<file path="src/rtl/uart_8n1_pkg.sv">
// Shared definitions for the 8N1 UART: frame constants and FSM state encoding.
package uart_8n1_pkg;

  localparam int DATA_BITS     = 8;
  localparam int RX_OVERSAMPLE = 16;

  typedef enum logic [1:0] {
    IDLE,
    START,
    DATA,
    STOP
  } uartState_e;

endpackage

</file>
<file path="src/rtl/uart_8n1_baud_tick_gen.sv">
// Free-running dividers producing one-clk rx (oversampled) and tx baud enables.
module baud_tick_gen #(
  parameter int CLOCK_RATE    = 12000000,
  parameter int BAUD_RATE     = 9600,
  parameter int RX_OVERSAMPLE = 16
) (
  input  logic clk_i,
  input  logic rst_i,
  output logic rxTick_o,
  output logic txTick_o
);

  localparam int RX_DIV = CLOCK_RATE / (BAUD_RATE * RX_OVERSAMPLE);
  localparam int TX_DIV = CLOCK_RATE / BAUD_RATE;
  localparam int RX_W   = (RX_DIV > 1) ? $clog2(RX_DIV) : 1;
  localparam int TX_W   = (TX_DIV > 1) ? $clog2(TX_DIV) : 1;

  logic [RX_W-1:0] rxCnt_q, rxCnt_d;
  logic [TX_W-1:0] txCnt_q, txCnt_d;

  always_comb begin
    rxTick_o = (rxCnt_q == RX_W'(RX_DIV - 1));
    txTick_o = (txCnt_q == TX_W'(TX_DIV - 1));
    rxCnt_d  = rxTick_o ? '0 : rxCnt_q + RX_W'(1);
    txCnt_d  = txTick_o ? '0 : txCnt_q + TX_W'(1);
  end

  always_ff @(posedge clk_i) begin
    if (rst_i) begin
      rxCnt_q <= '0;
      txCnt_q <= '0;
    end else begin
      rxCnt_q <= rxCnt_d;
      txCnt_q <= txCnt_d;
    end
  end

endmodule

</file>
<file path="src/rtl/uart_8n1.sv">
// Full-duplex 8N1 UART: oversampling receiver with glitch rejection and a
// tick-paced transmitter, both driven by a shared baud tick generator.
module uart_8n1 #(
  parameter int CLOCK_RATE    = 12000000,
  parameter int BAUD_RATE     = 9600,
  parameter int RX_OVERSAMPLE = uart_8n1_pkg::RX_OVERSAMPLE
) (
  input  logic       clk,
  input  logic       rst,
  input  logic       rxEn,
  input  logic       rx,
  output logic       rxBusy,
  output logic       rxDone,
  output logic       rxErr,
  output logic [7:0] out,
  input  logic       txEn,
  input  logic       txStart,
  input  logic [7:0] in,
  output logic       txBusy,
  output logic       txDone,
  output logic       tx
);
  import uart_8n1_pkg::*;

  localparam int TW         = $clog2(RX_OVERSAMPLE);
  localparam int BW         = $clog2(DATA_BITS);
  localparam int TBW        = $clog2(DATA_BITS + 1);
  localparam int START_LOWS = RX_OVERSAMPLE / 2;

  logic rxTick, txTick;

  baud_tick_gen #(
    .CLOCK_RATE   (CLOCK_RATE),
    .BAUD_RATE    (BAUD_RATE),
    .RX_OVERSAMPLE(RX_OVERSAMPLE)
  ) u_tickGen (
    .clk_i   (clk),
    .rst_i   (rst),
    .rxTick_o(rxTick),
    .txTick_o(txTick)
  );

  logic                 rxSync1_q, rxSync2_q, rxIn;
  uartState_e           rxState_q, rxState_d;
  logic [TW-1:0]        rxTickCnt_q, rxTickCnt_d;
  logic [BW-1:0]        rxBitCnt_q, rxBitCnt_d;
  logic [DATA_BITS-1:0] rxShift_q, rxShift_d;
  logic [DATA_BITS-1:0] out_q, out_d;
  logic                 rxBusy_q, rxBusy_d, rxDone_q, rxDone_d, rxErr_q, rxErr_d;
  logic                 rxWaitHigh_q, rxWaitHigh_d;

  assign rxIn = rxSync2_q;

  // rxWaitHigh blocks new start detection after a framing error until the line idles.
  always_comb begin
    rxState_d    = rxState_q;
    rxTickCnt_d  = rxTickCnt_q;
    rxBitCnt_d   = rxBitCnt_q;
    rxShift_d    = rxShift_q;
    out_d        = out_q;
    rxBusy_d     = rxBusy_q;
    rxDone_d     = rxDone_q;
    rxErr_d      = rxErr_q;
    rxWaitHigh_d = rxWaitHigh_q;
    if (!rxEn) begin
      rxState_d    = IDLE;
      rxTickCnt_d  = '0;
      rxBitCnt_d   = '0;
      rxBusy_d     = 1'b0;
      rxDone_d     = 1'b0;
      rxErr_d      = 1'b0;
      rxWaitHigh_d = 1'b0;
    end else if (rxTick) begin
      unique case (rxState_q)
        IDLE: begin
          if (rxWaitHigh_q) begin
            if (rxIn) rxWaitHigh_d = 1'b0;
          end else if (!rxIn) begin
            rxState_d   = START;
            rxTickCnt_d = TW'(1);
          end
        end
        START: begin
          if (rxIn) begin
            rxState_d = IDLE;
          end else if (rxTickCnt_q == TW'(START_LOWS - 1)) begin
            rxState_d   = DATA;
            rxBusy_d    = 1'b1;
            rxDone_d    = 1'b0;
            rxErr_d     = 1'b0;
            rxTickCnt_d = '0;
            rxBitCnt_d  = '0;
          end else begin
            rxTickCnt_d = rxTickCnt_q + TW'(1);
          end
        end
        DATA: begin
          if (rxTickCnt_q == TW'(RX_OVERSAMPLE - 1)) begin
            rxTickCnt_d = '0;
            rxShift_d   = {rxIn, rxShift_q[DATA_BITS-1:1]};
            rxBitCnt_d  = rxBitCnt_q + BW'(1);
            if (rxBitCnt_q == BW'(DATA_BITS - 1)) rxState_d = STOP;
          end else begin
            rxTickCnt_d = rxTickCnt_q + TW'(1);
          end
        end
        STOP: begin
          if (rxTickCnt_q == TW'(RX_OVERSAMPLE - 1)) begin
            rxTickCnt_d = '0;
            rxBusy_d    = 1'b0;
            rxState_d   = IDLE;
            if (rxIn) begin
              out_d    = rxShift_q;
              rxDone_d = 1'b1;
            end else begin
              rxErr_d      = 1'b1;
              rxWaitHigh_d = 1'b1;
            end
          end else begin
            rxTickCnt_d = rxTickCnt_q + TW'(1);
          end
        end
      endcase
    end
  end

  always_ff @(posedge clk) begin
    if (rst) begin
      rxSync1_q    <= 1'b1;
      rxSync2_q    <= 1'b1;
      rxState_q    <= IDLE;
      rxTickCnt_q  <= '0;
      rxBitCnt_q   <= '0;
      rxShift_q    <= '0;
      out_q        <= '0;
      rxBusy_q     <= 1'b0;
      rxDone_q     <= 1'b0;
      rxErr_q      <= 1'b0;
      rxWaitHigh_q <= 1'b0;
    end else begin
      rxSync1_q    <= rx;
      rxSync2_q    <= rxSync1_q;
      rxState_q    <= rxState_d;
      rxTickCnt_q  <= rxTickCnt_d;
      rxBitCnt_q   <= rxBitCnt_d;
      rxShift_q    <= rxShift_d;
      out_q        <= out_d;
      rxBusy_q     <= rxBusy_d;
      rxDone_q     <= rxDone_d;
      rxErr_q      <= rxErr_d;
      rxWaitHigh_q <= rxWaitHigh_d;
    end
  end

  uartState_e           txState_q, txState_d;
  logic [DATA_BITS-1:0] txShift_q, txShift_d;
  logic [TBW-1:0]       txBitCnt_q, txBitCnt_d;
  logic                 tx_q, tx_d, txBusy_q, txBusy_d, txDone_d, txDone_q;

  // START waits for the first tick; DATA covers the start bit and the data bits on the line.
  always_comb begin
    txState_d  = txState_q;
    txShift_d  = txShift_q;
    txBitCnt_d = txBitCnt_q;
    tx_d       = tx_q;
    txBusy_d   = txBusy_q;
    txDone_d   = 1'b0;
    unique case (txState_q)
      IDLE: begin
        tx_d = 1'b1;
        if (txEn && txStart) begin
          txShift_d = in;
          txBusy_d  = 1'b1;
          txState_d = START;
        end
      end
      START: begin
        if (txTick) begin
          tx_d       = 1'b0;
          txBitCnt_d = '0;
          txState_d  = DATA;
        end
      end
      DATA: begin
        if (txTick) begin
          if (txBitCnt_q == TBW'(DATA_BITS)) begin
            tx_d      = 1'b1;
            txState_d = STOP;
          end else begin
            tx_d       = txShift_q[0];
            txShift_d  = {1'b0, txShift_q[DATA_BITS-1:1]};
            txBitCnt_d = txBitCnt_q + TBW'(1);
          end
        end
      end
      STOP: begin
        if (txTick) begin
          txBusy_d  = 1'b0;
          txDone_d  = 1'b1;
          txState_d = IDLE;
        end
      end
    endcase
  end

  always_ff @(posedge clk) begin
    if (rst) begin
      txState_q  <= IDLE;
      txShift_q  <= '0;
      txBitCnt_q <= '0;
      tx_q       <= 1'b1;
      txBusy_q   <= 1'b0;
      txDone_q   <= 1'b0;
    end else begin
      txState_q  <= txState_d;
      txShift_q  <= txShift_d;
      txBitCnt_q <= txBitCnt_d;
      tx_q       <= tx_d;
      txBusy_q   <= txBusy_d;
      txDone_q   <= txDone_d;
    end
  end

  assign rxBusy = rxBusy_q;
  assign rxDone = rxDone_q;
  assign rxErr  = rxErr_q;
  assign out    = out_q;
  assign txBusy = txBusy_q;
  assign txDone = txDone_q;
  assign tx     = tx_q;

endmodule

</file>
<file path="config.mk">
export PLATFORM = sky130hd
export DESIGN_NAME = uart_8n1
export DESIGN_NICKNAME = d
export VERILOG_FILES = /design/src/rtl/uart_8n1_pkg.sv /design/src/rtl/uart_8n1_baud_tick_gen.sv /design/src/rtl/uart_8n1.sv
export SDC_FILE = /design/constraint.sdc
export NUM_CORES = 1
export LEC_CHECK = 0
export ABC_AREA = 1
export CAP_MARGIN = 0
export CORE_MARGIN = 8
export CORE_UTILIZATION = 45
export CTS_BUF_LIST = sky130_fd_sc_hd__clkbuf_4
export DETAILED_ROUTE_END_ITERATION = 7
export GPL_TIMING_DRIVEN = 0
export PLACE_DENSITY = 0.65
export SYNTH_ARGS = -nofsm -noshare
export SYNTH_HDL_FRONTEND = slang
export SYNTH_SLANG_ARGS = --single-unit
</file>
<file path="constraint.sdc">
create_clock -name clk -period 2.16 [get_ports clk]
set_clock_uncertainty 0.15 [all_clocks]
set_input_delay 0.54 -clock clk [delete_from_list [all_inputs] [get_ports clk]]
set_output_delay 0.54 -clock clk [all_outputs]
set_load 0.1 [all_outputs]
</file>
==> impl_metrics.yaml <==
status:
  outcome: "complete, no violations"
sta:
  setup_violations: 0
  timing.hold.ws_ns: 0.2785
  maxSlewViolCount: 0
  max_freq_mhz: 493.2
  period_minus_slack_ns: 2.027
  tightest_slew_ns: 0.5499
  slew-limit-headroom_pct: 63.51
  fin_ws_ns: 0.1326
  finalCritPeriodShare_pct: 93.86
  finalHoldViolCount: 0
  rsz0062_at_grt: "false"
routing:
  num_vias: 2902
  via_per_inst: 4.703
  drt_iter0_drc: 120
  firstDrtPassIters: 4
  drc: 0
  antenna_left: 0
  routedWlPerCell_um: 10.95
  wirelength_um: 6756
layout:
  drive_above_1_share_pct: 13.32
  fill_cells: 780
  multi_input_area_um2: 1743
  seqCellArea_um2: 1321
  syn2layout_area_growth_pct: 16.76
  antenna_cells: 0
  final_core_util_pct: 54.26
  fin_nets: 542
  final_area_um2: 3956
clock_tree:
  cts_inserted_buffers: 9
  cts_sinks: 66
  root_buffer: "clkbuf_4"
  hold_buffers: 0
  cts_tree: "yes"
  clock_latency_ns: 0.41
  clkSlewWorstSetupHoldPaths_ns: 0.11
  h-tree-depth: 3
  clk_path_buf_depth: 2
critical_path:
  critical_path_class: "reg -> out"
  cp_slowest_cell: "clkdlybuf4s15_2"
  cp-end-kind: "primary output"
  path_delay_family: "buffers and inverters"
  cp.arrival_ns: 1.34
  required_ns: 1.47
  critical_path.cell_chain: "clkdlybuf4s15_2"
  cp_slowest_stage_delay_ns: 0.56
  cp_max_fo: 2
  path_buf_inv: 1
  cp-start-kind: "register"
floorplanning:
  initial_core_util_pct: 46.47
  die_w_um: 102.8
  die_h_um: 102.8
  core_area_um2: 7292
  die_area_um2: 10560
  io_pins: 28
  rows: 31
grt:
  grt_pass1_wl_um: 12030
  grt_usage_pct: 14.12
  grt_overflow_total: 0
  grt_pass1_vias: 2841
  grt_max_degree: 12
  antenna_found_initial: 0
logic_synthesis:
  yosysTopAreaCell: "dfxtp_1"
  synth_cell_type_count: 36
  synth_edf_count: 0
  syn-cell-area_um2: 3388
  syn_nets: 504
  netlist_top_cells_count: "122 x nand2_1, 83 x nor2_1, 66 x dfxtp_1"
  synth_top_area_share_pct: 39.00
  syn-instance-count: 475
  ys.flop_type: "dfxtp_1"
  yosysWarnings: 0
  ys_ff_latch: 66
  synth.most_common_cell: "nand2_1"
  synth_area_leaders: "dfxtp_1 39%, nand2_1 14%, nor2_1 9.2%"
  synth_async_sr_flop_share_pct: 0
  avgSynthCellArea_um2: 7.133
  yosysSeqAreaShare_pct: 39.00
placement:
  dp_hpwl_um: 4913
  dpl_cell_area_um2: 3782
  pre_cts_ws_ns: -0.1953
  gp_congestion: 0.8282
  portBuffers: 27
power_and_ir_drop:
  p_per_area_nw_per_um2: 813.6
  leakagePower_nw: 1.802
  vdd_ir_drop_max_v: 0.0004846
run:
  maxCapViolations: 0
worst_hold_path:
  hp-class: "reg -> reg"
==> logic make-up (layout without fill, tap and decap cells) <==
family / after synthesis / after routing / synth area share (%)
and+or+nand+nor: 267 / 267 / 36.85
xor gates and xnor gates: 7 / 7 / 1.809
buffers and inverters: 75 / 118 / 9.564
adders and majority gates: 15 / 15 / 5.539
DFF: 66 / 66 / 39.00
AOI/OAI and AO/OA: 45 / 45 / 7.238
==> where the power goes <==
part | leakage (nW) | switching [W] | total (W) | internal [W]
sequential | 0.535 | 0.0000631 | 0.00137 | 0.00131
clock | 0.0838 | 0.000456 | 0.000931 | 0.000475
combinational | 1.18 | 0.000613 | 0.000914 | 0.000300
total | 1.80 | 0.00113 | 0.00322 | 0.00209
==> through the flow <==
step,instances,power [W],setup TNS [ns]
after floorplan,475,0.002104,0
after global placement,601,0.002297,-1.149
after detailed placement,601,0.002314,-1.135
after CTS,617,0.003244,0
after global routing,617,0.003442,0
final,617,0.003219,0
==> layout by cell type (no fill, tap or decap), types with 5 or more instances in the layout <==
master	synthesis	routed
nand2_1	122	122
nor2_1	83	83
dfxtp_1	66	66
inv_1	60	60
a21oi_1	25	25
ha_1	15	15
nand3_1	14	14
clkdlybuf4s15_2	0	14
clkdlybuf4s50_1	0	13
nand4_1	11	11
clkbuf_4	0	10
o21ai_0	8	8
inv_2	6	7
xor2_1	6	6
nor3_1	5	5
nor3b_1	5	5
==> timing repair <==
action	in CTS	in global routing
endpoints found under the setup margin	14	2
setup buffers	0	0
resized for setup	42	1
==> state kept, by name (all words and copies together), names as in the netlist, 2 cells and up, named ones only <==
signal,cells
u_tickGen.txCnt_q,11
out,8
rxShift_q,8
txShift_q,8
u_tickGen.rxCnt_q,7
rxTickCnt_q,4
txBitCnt_q,4
rxBitCnt_q,3
txState_q,2
==> final timing paths <==
kind | startpoint | end | slack (ns) | cells after the start
worst max-delay path | tx | tx | 0.13 | 1
worst min-delay path | rxSync1_q | rxIn | 0.28 | 1
worst max register to register | txState_q[0] | txShift_q[6] | 0.30 | 7
worst min register to register | rxSync1_q | rxIn | 0.28 | 1
==> metal layers <==
metal	vias to the layer above	GRT usage, %	part of all wire [%]
li1	1562	-	-
met1	1288	16.27	48
met2	43	24.43	46
met3	9	2.971	4.3
met4	0	6.674	1.4
met5	-	0	0
==> cell type report <==
type,instances,area share (%)
Multi-Input combinational cell,334,44.05
Sequential cell,66,33.40
Timing Repair Buffer,27,7.274
Inverter,67,6.357
Tap cell,99,3.131
Clock inverter,6,2.056
Clock buffer,10,1.898
Buffer,8,1.834
Power figures use the tool's default switching activity.
